## src/rtl/seven_seg_scan_decoder.sv

```systemverilog
// Seven-segment scan decoder. It watches a multiplexed, active-low 8-digit
// display bus and rebuilds the displayed BCD digits from it. A digit is
// captured once its anode/segment pair has been stable for SETTLE_CYCLES
// cycles. The block also reports completed frames, undecodable segment
// patterns, multi-anode selects and scan stalls.
module seven_seg_scan_decoder #(
    parameter int unsigned SYNC_STAGES    = 2,
    parameter int unsigned SETTLE_CYCLES  = 4,
    parameter int unsigned TIMEOUT_CYCLES = 1000000
) (
    input  logic        clock,
    input  logic        reset,
    input  logic [7:0]  anode_activate,
    input  logic [6:0]  led_out,
    output logic [31:0] digit_values,
    output logic [7:0]  digit_valid,
    output logic [7:0]  digit_blank,
    output logic        frame_done,
    output logic        seg_error,
    output logic        anode_error,
    output logic        scan_stalled
);

    localparam logic [1:0] ST_IDLE   = 2'd0;
    localparam logic [1:0] ST_SETTLE = 2'd1;
    localparam logic [1:0] ST_HELD   = 2'd2;

    localparam logic [7:0]  SETTLE_LAST = 8'(SETTLE_CYCLES - 1);
    localparam int unsigned TO_W        = $clog2(TIMEOUT_CYCLES + 1);
    localparam logic [TO_W-1:0] TO_MAX  = TO_W'(TIMEOUT_CYCLES);

    logic [7:0]      a_sync [SYNC_STAGES];
    logic [6:0]      l_sync [SYNC_STAGES];
    logic [7:0]      sa;
    logic [6:0]      sl;
    logic [7:0]      prev_sa;
    logic [6:0]      prev_sl;
    logic            sa_changed;
    logic            changed;

    logic [1:0]      state;
    logic [1:0]      state_next;
    logic [7:0]      cnt;
    logic [7:0]      cnt_next;
    logic            capture;

    logic [TO_W-1:0] to_cnt;
    logic [7:0]      seen;
    logic [7:0]      seen_with;
    logic [2:0]      digit_idx;
    logic            one_low;
    logic            dec_legal;
    logic            dec_blank;
    logic [3:0]      dec_value;

    // Active-low segment pattern to {legal, blank, nibble}.
    function automatic logic [5:0] decode(input logic [6:0] p);
        logic [5:0] r;
        case (p)
            7'b0000001: r = {2'b10, 4'h0};
            7'b1001111: r = {2'b10, 4'h1};
            7'b0010010: r = {2'b10, 4'h2};
            7'b0000110: r = {2'b10, 4'h3};
            7'b1001100: r = {2'b10, 4'h4};
            7'b0100100: r = {2'b10, 4'h5};
            7'b0100000: r = {2'b10, 4'h6};
            7'b0001111: r = {2'b10, 4'h7};
            7'b0000000: r = {2'b10, 4'h8};
            7'b0000100: r = {2'b10, 4'h9};
            7'b1111111: r = {2'b11, 4'hF};
            default:    r = {2'b00, 4'h0};
        endcase
        return r;
    endfunction

    // Input synchronisers; reset to the idle (all-high) bus value.
    always_ff @(posedge clock or negedge reset) begin
        if (!reset) begin
            for (int unsigned i = 0; i < SYNC_STAGES; i++) begin
                a_sync[i] <= '1;
                l_sync[i] <= '1;
            end
        end else begin
            a_sync[0] <= anode_activate;
            l_sync[0] <= led_out;
            for (int unsigned i = 1; i < SYNC_STAGES; i++) begin
                a_sync[i] <= a_sync[i-1];
                l_sync[i] <= l_sync[i-1];
            end
        end
    end

    assign sa = a_sync[SYNC_STAGES-1];
    assign sl = l_sync[SYNC_STAGES-1];

    // Previous-cycle copies of the synchronised buses for change detection.
    always_ff @(posedge clock or negedge reset) begin
        if (!reset) begin
            prev_sa <= '1;
            prev_sl <= '1;
        end else begin
            prev_sa <= sa;
            prev_sl <= sl;
        end
    end

    assign sa_changed = (sa != prev_sa);
    assign changed    = sa_changed || (sl != prev_sl);

    // Settle FSM: decides when the current anode/segment pair is captured.
    always_comb begin
        state_next = state;
        cnt_next   = cnt;
        capture    = 1'b0;
        case (state)
            ST_IDLE: begin
                if (sa != 8'hFF) begin
                    state_next = ST_SETTLE;
                    cnt_next   = '0;
                end
            end
            ST_SETTLE: begin
                if (changed) begin
                    cnt_next = '0;
                    if (sa == 8'hFF) state_next = ST_IDLE;
                end else if (cnt == SETTLE_LAST) begin
                    capture    = 1'b1;
                    state_next = ST_HELD;
                    cnt_next   = '0;
                end else begin
                    cnt_next = cnt + 8'd1;
                end
            end
            ST_HELD: begin
                if (changed) begin
                    cnt_next   = '0;
                    state_next = (sa == 8'hFF) ? ST_IDLE : ST_SETTLE;
                end
            end
            default: begin
                state_next = ST_IDLE;
                cnt_next   = '0;
            end
        endcase
    end

    // Settle FSM state and counter registers.
    always_ff @(posedge clock or negedge reset) begin
        if (!reset) begin
            state <= ST_IDLE;
            cnt   <= '0;
        end else begin
            state <= state_next;
            cnt   <= cnt_next;
        end
    end

    // Digit index, decode result and frame-mask preview for the capture path.
    always_comb begin
        digit_idx = '0;
        for (int unsigned i = 0; i < 8; i++) begin
            if (!sa[i]) digit_idx = 3'(i);
        end
        one_low = $onehot(~sa);
        {dec_legal, dec_blank, dec_value} = decode(sl);
        seen_with = seen | ~sa;
    end

    // Capture action: digit state, frame tracking and error pulses.
    always_ff @(posedge clock or negedge reset) begin
        if (!reset) begin
            digit_values <= '0;
            digit_valid  <= '0;
            digit_blank  <= '0;
            frame_done   <= 1'b0;
            seg_error    <= 1'b0;
            anode_error  <= 1'b0;
            seen         <= '0;
        end else begin
            frame_done  <= 1'b0;
            seg_error   <= 1'b0;
            anode_error <= 1'b0;
            if (capture) begin
                if (one_low) begin
                    if (dec_legal) begin
                        digit_values[{digit_idx, 2'b00} +: 4] <= dec_value;
                        digit_valid[digit_idx] <= 1'b1;
                        digit_blank[digit_idx] <= dec_blank;
                    end else begin
                        digit_valid[digit_idx] <= 1'b0;
                        digit_blank[digit_idx] <= 1'b0;
                        seg_error              <= 1'b1;
                    end
                    if (seen_with == 8'hFF) begin
                        frame_done <= 1'b1;
                        seen       <= '0;
                    end else begin
                        seen <= seen_with;
                    end
                end else begin
                    anode_error <= 1'b1;
                end
            end
        end
    end

    // Stall timer: cycles since the last anode change, saturating.
    always_ff @(posedge clock or negedge reset) begin
        if (!reset) begin
            to_cnt <= '0;
        end else if (sa_changed) begin
            to_cnt <= '0;
        end else if (to_cnt != TO_MAX) begin
            to_cnt <= to_cnt + TO_W'(1);
        end
    end

    assign scan_stalled = (to_cnt == TO_MAX);

endmodule

```

## config.mk

```make
export PLATFORM = sky130hd
export DESIGN_NAME = seven_seg_scan_decoder
export DESIGN_NICKNAME = d
export VERILOG_FILES = /design/src/rtl/seven_seg_scan_decoder.sv
export SDC_FILE = /design/constraint.sdc
export NUM_CORES = 1
export LEC_CHECK = 0
export CORE_MARGIN = 4
export CORE_UTILIZATION = 50
export CTS_CLUSTER_DIAMETER = 40
export DETAILED_ROUTE_END_ITERATION = 8
export PLACE_DENSITY = 0.73
export SETUP_SLACK_MARGIN = 0.1
export SLEW_MARGIN = 15
export SYNTH_ARGS = -nofsm -noshare
export SYNTH_HDL_FRONTEND = slang
export SYNTH_SLANG_ARGS = --single-unit
```

## constraint.sdc

```tcl
create_clock -name clock -period 6 [get_ports clock]
set_clock_uncertainty 0.15 [all_clocks]
set_input_delay 0.9 -clock clock [delete_from_list [all_inputs] [get_ports clock]]
set_output_delay 0.9 -clock clock [all_outputs]
set_load 0.1 [all_outputs]
```

==> results.cfg <==
[status]
status = complete, no violations

[worst_setup_path]
cp_cell_sequence = fa_1 -> inv_1 -> fa_1 -> fa_1 -> ha_1 -> inv_1 -> fa_1 -> a211oi_1 -> mux2i_1 -> nor4_4 -> nand4_2 -> mux2_1
crit_family = adder cells
cp.required_ns = 6.14
endpoint_kind = flop
crit_slowest_cell = nor4_4
slowest_delay_ns = 0.78
r2r_slack_ns = 1.02
crit_arrival_ns = 5.12
path_buf_inv = 2
worstPathMaxFanout = 14
r2r_end = digit_values[1]
cpMostUsedCell = fa_1
startpoint_type = flop
r2r_start = sa[3]
reg2reg_depth = 12
crit_type = flop to flop

[cells_and_area]
stdcell_area_um2 = 7750
syn2layout_area_growth_pct = 22.0
antenna_cells = 0
drive_above_1_share_pct = 17.6
stdcell_count = 797
final_nets = 649
finish.utilization_pct = 63.5

[route]
detail_route.wl_per_cell_um = 16.4
firstDrtPassIters = 5
drtIter0Drc = 268
antenna_left = 0
drt-total-wl_mm = 13.1
drc = 0
num_vias = 4416
vias_per_cell = 5.54

[global_routing]
grt_max_degree = 82
grt_pass1_wl_mm = 22.7
grt_pass1_vias = 4603
antenna_found_initial = 0
grt.overflow.total = 0
grt_usage_pct = 19.4

[sta]
finalHoldViolCount = 0
fin_crit_ns = 4.98
fin_ws_ns = 1.02
setup_viol = 0
period_share_pct = 82.9
drv_slew = 0
rsz0062_at_grt = no
clock.fmax_ghz = 0.201
tightest_slew_ns = 1.06
setup-tns-final_ns = 0
relSlewSlack_pct = 28.5

[synthesis]
synthArstFlopShare_pct = 100
avgSynthCellArea_um2 = 11.6
yosysSeqAreaShare_pct = 53.7
synthFlopType = dfrtp_1
synthCells = 548
ys_types = 65
syn_nets = 581
synth_area_um2 = 6350
ys_ff_latch = 134
ys_warn_count = 0
synth_edf_count = 0

[place]
dp.cells = 765
gp_congestion = 0.830
dpl.hpwl_mm = 9.22
dpl-instance-area_um2 = 7150
post-place-ws_ns = 1.11
io_buffers = 68

[die]
ios = 69
core_area_um2 = 12200
die-area_um2 = 14600
floorplan.initialDensity_pct = 52.0
fp.dieH_um = 121
row_count = 40
die_w_um = 121

[min_path]
hp-start = l_sync[9]
hold_class = flop to flop
min_to = sl[2]
whs_path_depth = 0

[pwr]
switchingPower_uw = 471
ir_drop_mv = 0.215
p_sw_share_pct = 22.4
internal_power_mw = 1.63
p_per_area_nw_per_um2 = 271
p_comb_share_pct = 5.7
p_seq_share_pct = 45.2
total_leakage_power_nw = 3.23
clockPowerShare_pct = 49.2

[clock_network]
cts_buffers = 17
path_clk_slew_ns = 0.06
cts_setup_buffers = 0
clockBufferDepth = 2
clock-sinks = 134
cts_tree = yes
h-tree-depth = 4
cts_resized = 0
cts_root_buf = clkbuf_16
clkLatencyLatePin_ns = 0.42
cts_hold_buffers = 0

[job]
drv_cap = 0
## cells in the mapped netlist (2+ instances only)
library cell  count  share of area [%]
dfrtp_1          89                 35
o21ai_0          11               0.87
nand2_1          20                1.2
xor2_1           22                3.0
inv_1            55                3.2
and3_1            6               0.59
nor4b_1           2               0.28
buf_4             2               0.24
a21oi_1           7               0.55
nand4_4           2               0.67
nor2_1           44                2.6
nand4_1          11                1.1
clkbuf_1         12               0.71
ha_1             12                2.4
o221ai_1          3               0.41
buf_2             6               0.47
nand2b_1          5               0.49
nand3_1          27                2.1
o311ai_0          7               0.97
fa_1              4                1.3
xnor2_1           9                1.2
or3_1             5               0.49
nor4b_4           6                2.2
nor4_4            2               0.67
o211ai_1          5               0.59
mux2i_1          29                4.6
o22ai_1           5               0.49
nor4_1            7               0.69
and4_1            5               0.69
a31oi_1           8               0.79
a211oi_1          2               0.24
mux2_2            8                1.4
o2111ai_1         3               0.41
nor4_2            2               0.39
or4_1             4               0.47
dfstp_2          45                 19
a211o_1           2               0.28
mux2_1           13                2.3
nor3_1           11               0.87
nor2b_1           5               0.49
## metal layers
| layer | track usage (%) | share of wire (%) | up-vias |
|---|---|---|---|
| met5 | 0 | 0 | - |
| met4 | 5.67 | 1.1 | 0 |
| met3 | 5.43 | 5.1 | 13 |
| met2 | 31.3 | 48 | 130 |
| met1 | 25.8 | 46 | 2208 |
| li1 | - | - | 2065 |
## layout make-up
cell class,instances,area (um^2)
Tap cell,168,210
Clock buffer,23,522
Fill cell,992,4460
Sequential cell,134,3410
Timing Repair Buffer,71,701
Multi-Input combinational cell,335,2610
Clock inverter,9,83.8
Inverter,57,214
## state kept, by name (all words and copies together), names as in the netlist, named ones only
register and flops:
seg_error 1, a_sync 8, anode_error 1, state 2
prev_sl 7, l_sync 7, digit_values 32, digit_blank 8
frame_done 1, seen 8, prev_sa 8, sl 7
cnt 8, sa 8, to_cnt 20
## kinds of logic (layout without fill, tap and decap cells)
family,count (synthesis),in the layout,share of synthesized area (%)
and+or+nand+nor,178,178,18.3
AOI/OAI and AO/OA,58,58,6.26
buffers and inverters,79,160,5.20
xor gates and xnor gates,31,31,4.27
muxes,51,51,8.53
DFF,134,134,53.7
adders and majority gates,17,17,3.78
## worst max path at each step
stage | from | to | slack [ns] | cells past startpoint
floorplan | sa[3] | flop | 1.55 | 12
global placement | sa[3] | digit_values[1] | 1.27 | 12
detailed placement | sa[3] | digit_values[1] | 1.11 | 12
CTS | sa[3] | digit_values[1] | 1.08 | 12
global route | sa[3] | digit_values[1] | 0.92 | 12
finish | sa[3] | digit_values[1] | 1.02 | 12
## placed cells by master (no fill, tap or decap), types with 3 or more instances in the layout
cell             synthesis  routed
buf_4                    2       4
a21oi_1                  7       7
xor2_1                  22      22
o2111ai_1                3       3
dfstp_2                 45      45
xnor2_1                  9       9
fa_1                     4       4
nand2b_1                 5       5
dfrtp_1                 89      89
o21ai_0                 11      11
nor2b_1                  5       5
clkdlybuf4s50_1          0      67
inv_1                   55      55
o211ai_1                 5       5
mux2_2                   8       8
nor3_1                  11      11
o311ai_0                 7       7
mux2_1                  13      13
clkinv_2                 0       3
ha_1                    12      12
nand3_1                 27      27
or4_1                    4       4
nor4_1                   7       7
and3_1                   6       6
or3_1                    5       5
nor4b_4                  6       6
a31oi_1                  8       8
o22ai_1                  5       5
o221ai_1                 3       3
nand4_1                 11      11
mux2i_1                 29      29
nor2_1                  44      44
and4_1                   5       5
nand2_1                 20      20
clkbuf_16                0      20
## power by group through the flow
stage          clock network (mW)  logic [mW]  registers [mW]
6_report                     1.03       0.119           0.950
5_1_grt                      1.10       0.133           0.952
4_1_cts                      1.05       0.119           0.950
3_5_place_dp                    0       0.118           0.965
3_3_place_gp                    0       0.113           0.963
2_1_floorplan                   0      0.0783           0.955
## per-stage QoR
stage | hold WS (ns) | total power, mW
3_5_place_dp | 0.197 | 1.08
2_1_floorplan | 0.195 | 1.03
3_3_place_gp | 0.196 | 1.08
4_1_cts | 0.205 | 2.12
6_report | 0.204 | 2.10
5_1_grt | 0.206 | 2.19
Power figures use the tool's default switching activity.
